==> src/rtl/xfer_load_ctrl.sv <==
// xfer_load_ctrl: sequences and arbitrates the active-low load strobes of the
// 16-bit transfer register for three requesters. The requesters are a wide
// load (AddrBus/XferBus), a MainBus byte pair, and a single MainBus byte.
//
// Ports:
//   clk, rst           - clock (rising edge), async active-high reset
//   req_wide/wide_src  - wide load request and its source (0=AddrBus, 1=XferBus)
//   req_pair           - low-then-high byte pair load request from MainBus
//   req_byte/byte_hi   - single byte load request and byte select
//   main_valid         - MainBus carries a valid byte this cycle
//   flush              - synchronous pipeline flush, overrides everything
//   reg_xfer_load      - active-low 16-bit load strobe
//   reg_main_low_load  - active-low low-byte load strobe
//   reg_main_high_load - active-low high-byte load strobe
//   xfer_src_sel       - registered wide source select
//   ack                - one-cycle completion pulse
//   busy               - controller not idle
//   timeout_err        - sticky MainBus timeout flag, cleared by next grant
module xfer_load_ctrl #(
  parameter int unsigned TIMEOUT_CYCLES = 16,
  parameter int unsigned TO_W           = 5
) (
  input  logic clk,
  input  logic rst,
  input  logic req_wide,
  input  logic wide_src,
  input  logic req_pair,
  input  logic req_byte,
  input  logic byte_hi,
  input  logic main_valid,
  input  logic flush,
  output logic reg_xfer_load,
  output logic reg_main_low_load,
  output logic reg_main_high_load,
  output logic xfer_src_sel,
  output logic ack,
  output logic busy,
  output logic timeout_err
);

  typedef enum logic [2:0] {
    S_IDLE    = 3'd0,
    S_WIDE    = 3'd1,
    S_PAIR_LO = 3'd2,
    S_PAIR_HI = 3'd3,
    S_BYTE    = 3'd4
  } state_e;

  state_e            state_q, state_d;
  logic [TO_W-1:0]   cnt_q, cnt_d;
  logic              src_q, src_d;
  logic              hi_q, hi_d;
  logic              err_q, err_d;
  logic              timed_out;

  assign timed_out    = (cnt_q == TO_W'(TIMEOUT_CYCLES));
  assign xfer_src_sel = src_q;
  assign timeout_err  = err_q;
  assign busy         = (state_q != S_IDLE);

  // State and context registers.
  always_ff @(posedge clk or posedge rst) begin
    if (rst) begin
      state_q <= S_IDLE;
      cnt_q   <= '0;
      src_q   <= 1'b0;
      hi_q    <= 1'b0;
      err_q   <= 1'b0;
    end else begin
      state_q <= state_d;
      cnt_q   <= cnt_d;
      src_q   <= src_d;
      hi_q    <= hi_d;
      err_q   <= err_d;
    end
  end

  // Next state and strobes. The strobes are decoded from the state flop and
  // main_valid, so a reset drops them without waiting for a clock edge.
  always_comb begin
    state_d            = state_q;
    cnt_d              = cnt_q;
    src_d              = src_q;
    hi_d               = hi_q;
    err_d              = err_q;
    reg_xfer_load      = 1'b1;
    reg_main_low_load  = 1'b1;
    reg_main_high_load = 1'b1;
    ack                = 1'b0;

    if (flush) begin
      state_d = S_IDLE;
      cnt_d   = '0;
    end else begin
      case (state_q)
        S_IDLE: begin
          cnt_d = '0;
          if (req_wide) begin
            src_d   = wide_src;
            err_d   = 1'b0;
            state_d = S_WIDE;
          end else if (req_pair) begin
            err_d   = 1'b0;
            state_d = S_PAIR_LO;
          end else if (req_byte) begin
            hi_d    = byte_hi;
            err_d   = 1'b0;
            state_d = S_BYTE;
          end
        end

        S_WIDE: begin
          reg_xfer_load = 1'b0;
          ack           = 1'b1;
          state_d       = S_IDLE;
        end

        S_PAIR_LO: begin
          if (main_valid) begin
            reg_main_low_load = 1'b0;
            cnt_d             = '0;
            state_d           = S_PAIR_HI;
          end else if (timed_out) begin
            // An aborted pair leaves nothing half-loaded to undo here.
            err_d   = 1'b1;
            cnt_d   = '0;
            state_d = S_IDLE;
          end else begin
            cnt_d = cnt_q + TO_W'(1);
          end
        end

        S_PAIR_HI: begin
          if (main_valid) begin
            reg_main_high_load = 1'b0;
            ack                = 1'b1;
            cnt_d              = '0;
            state_d            = S_IDLE;
          end else if (timed_out) begin
            // Low byte already captured stays loaded.
            err_d   = 1'b1;
            cnt_d   = '0;
            state_d = S_IDLE;
          end else begin
            cnt_d = cnt_q + TO_W'(1);
          end
        end

        S_BYTE: begin
          if (main_valid) begin
            if (hi_q) reg_main_high_load = 1'b0;
            else      reg_main_low_load  = 1'b0;
            ack     = 1'b1;
            cnt_d   = '0;
            state_d = S_IDLE;
          end else if (timed_out) begin
            err_d   = 1'b1;
            cnt_d   = '0;
            state_d = S_IDLE;
          end else begin
            cnt_d = cnt_q + TO_W'(1);
          end
        end

        default: begin
          cnt_d   = '0;
          state_d = S_IDLE;
        end
      endcase
    end
  end

endmodule

==> config.mk <==
export PLATFORM = sky130hd
export DESIGN_NAME = xfer_load_ctrl
export DESIGN_NICKNAME = d
export VERILOG_FILES = /design/src/rtl/xfer_load_ctrl.sv
export SDC_FILE = /design/constraint.sdc
export NUM_CORES = 1
export LEC_CHECK = 0
export BUFFER_PORTS_ARGS = -buffer_cell sky130_fd_sc_hd__clkbuf_2
export CORE_ASPECT_RATIO = 0.75
export CORE_MARGIN = 3
export CORE_UTILIZATION = 38
export CTS_CLUSTER_DIAMETER = 80
export DETAILED_ROUTE_END_ITERATION = 7
export GPL_TIMING_DRIVEN = 0
export SLEW_MARGIN = 5
export SYNTH_ARGS = -nofsm -noshare
export SYNTH_HDL_FRONTEND = slang
export SYNTH_SLANG_ARGS = --single-unit
==> constraint.sdc <==
create_clock -name clk -period 1.45 [get_ports clk]
set_input_delay 0.2175 -clock clk [delete_from_list [all_inputs] [get_ports clk]]
set_output_delay 0.2175 -clock clk [all_outputs]
set_load 0.03 [all_outputs]
==> impl_metrics.toml <==
[cells_and_area]
layout_commonest_cell = "buf_4"
final_core_utilization_pct = 70.4
drive_above_1_share_pct = 55.4
antenna_cells = 0
multi_input_area_um2 = 483
regArea_um2 = 278
layout_common_cells = "12 x buf_4, 9 x dfrtp_1, 9 x clkbuf_2"
synthToLayoutAreaGrowth_pct = 61.6
fill_cells = 126
final_cells = 133
nets = 124

[global_route]
grt_max_degree = 12
grt_pass1_wl_um = 3150
overflow = 0
grt_pass1_vias = 667
antenna_found_initial = 0
grt_use_total_pct = 17.5

[placement]
io_buffers = 14
place_ws_ps = -249
gp_congestion = 0.846
placed_cells = 113
hpwl_um = 1200

[synthesis]
synth_edf_count = 0
async_reset_ff_share_pct = 100
syn_area_per_cell_um2 = 8.89
synthCells = 78
synth_area_um2 = 693
yosys_register_bits = 11
synth_nets = 89
ys_warn_count = 0
ys_types = 33
ys_seq_area_share_pct = 39.7
synthFlopType = "dfrtp_1"

[power_and_ir_drop]
p_leak_uw = 0.000486
vdd_ir_drop_max_uv = 557
power_density_nw_per_um2 = 800
total_power_uw = 896

[worst_setup_path]
slowest_stage = "or4b_4"
worstSetupEndpointType = "primary output"
path_cells = "nand2b_4 > o21ai_1 > or4b_4 > buf_8"
worst-setup-path-type = "reg -> out"
worst-path-buf-inv = 1
cp.required_ps = 1230
crit_path_start_kind = "register"
cp_data_arrival_time_ps = 1620
critical_path.max_stage_delay_ps = 470
path_delay_family = "simple AND/OR/NAND/NOR gates"
crit_fanout = 4

[timing]
layout_setup_ws_ps = -387
finalClockSkew_ps = 4.98
tightest_slew_ps = 586
post-route-min-period_ps = 1840
min_period_over_period_pct = 127
slew-limit-headroom_pct = 60.9
rsz0062_at_grt = "true"
hold_viol_final = 0
max_freq_mhz = 544
setup-violations-final = 16
maxSlewViolCount = 0

[floorplan]
die_w_um = 55.3
die-height_um = 43.0
die_area_um2 = 2380
num_rows = 12
start_util_pct = 43.6
core_um2 = 1590
pin_count = 16

[detailed_routing]
first_iter_violations = 18
wire_per_inst_um = 15.6
first_pass_iters = 4
ant_nets = 0
drc = 0
vias_per_cell = 5.50
vias = 732
drt-total-wl_um = 2070

[clock_network]
clk_pin_slew_worst_paths_ps = 80
root_buffer = "clkbuf_4"
clock_latency_ps = 280
clock-sinks = 11
cts_buffer_depth = 2
tritoncts = "built"
cts-htree-levels = 1
cts_buffers = 3

[run_status]
run_status = "complete, but fails checks"
violations = "negative setup slack"

[min_path]
holdCritPathClass = "in -> reg"

[job]
maxCapViolCount = 0
[layer usage]
layer / vias to the layer above / wire [um] / share of wire [%] / GRT usage, %
met4: 0 / 47 / 2.3 / 8.25
met1: 346 / 899 / 43 / 22.5
li1: 351 / - / - / -
met5: - / 0 / 0 / 0
met3: 7 / 130 / 6.3 / 6.08
met2: 28 / 993 / 48 / 26.2
[sequential cells by signal, summed over array words and instances (netlist names)]
name and flops:
cnt_q 5, state_q 3, timeout_err 1, xfer_src_sel 1, hi_q 1
[cells in the mapped netlist, types with 3 or more instances]
| master | count | area, um2 |
|---|---|---|
| a21oi_1 | 4 | 20.0 |
| dfrtp_1 | 11 | 275 |
| inv_1 | 7 | 26.3 |
| mux2_2 | 3 | 33.8 |
| nand2_1 | 7 | 26.3 |
| nand3_1 | 3 | 15.0 |
| nor2_1 | 6 | 22.5 |
| nor3_1 | 3 | 15.0 |
| o21ai_0 | 4 | 20.0 |
[worst register-to-register path, cell delays in order (launching register included)]
cell	delay, ps
dfrtp_1	430
buf_4	160
buf_6	120
or3b_4	400
a21oi_2	200
nand2_2	110
o311ai_1	240
[cell type report]
cell class	instances	area share, %
Timing Repair Buffer	31	23.6
Multi-Input combinational cell	57	43.1
Tap cell	21	2.35
Sequential cell	11	24.8
Inverter	7	2.35
Clock inverter	1	0.447
Clock buffer	3	2.01
Buffer	2	1.34
[metrics by stage]
stage	setup TNS (ps)	area, um2	hold slack, ps
finish	-3320	1120	168
global route	-4130	1120	161
CTS	-2890	1040	158
detailed placement	-1220	827	225
global placement	-1150	827	218
floorplan	-49.2	731	69.9
[final timing paths]
kind	startpoint	to	slack, ps	depth (start not counted)
worst min-delay path	byte_hi	hi_q$_DFFE_PP0P_	170	2
worst max-delay path	state_q[1]$_DFFE_PP0P_	reg_main_low_load	-390	4
max in group asynchronous	rst	state_q[2]$_DFFE_PP0P_	630	3
worst min register to register	cnt_q[0]$_DFFE_PP0P_	cnt_q[0]$_DFFE_PP0P_	500	1
min in group asynchronous	rst	cnt_q[3]$_DFFE_PP0P_	470	3
worst max register to register	state_q[1]$_DFFE_PP0P_	cnt_q[2]$_DFFE_PP0P_	-320	6
[power breakdown]
group | switching, uW | internal, uW | total [uW]
Sequential | 21.2 | 331 | 352
Clock | 113 | 102 | 215
Combinational | 165 | 164 | 329
Total | 299 | 597 | 896
[cell families (layout without fill, tap and decap cells)]
group	count (synthesis)	count (layout)	synth area share (%)
fa+ha+maj	2	2	3.61
mux	4	4	6.32
xor+xnor	1	1	1.26
buf+inv	10	44	5.78
compound gates	17	17	16.1
simple gates	33	33	27.3
flops	11	11	39.7
[repair_timing]
action,in CTS,in global routing
resized for setup,24,18
cloned,0,0
pin swaps,5,7
endpoints found under the setup margin,12,16
hold buffers,1,0
endpoints found under the hold margin,11,0
buffers inserted,11,6
No activity file was read; power rests on OpenSTA's default activity.
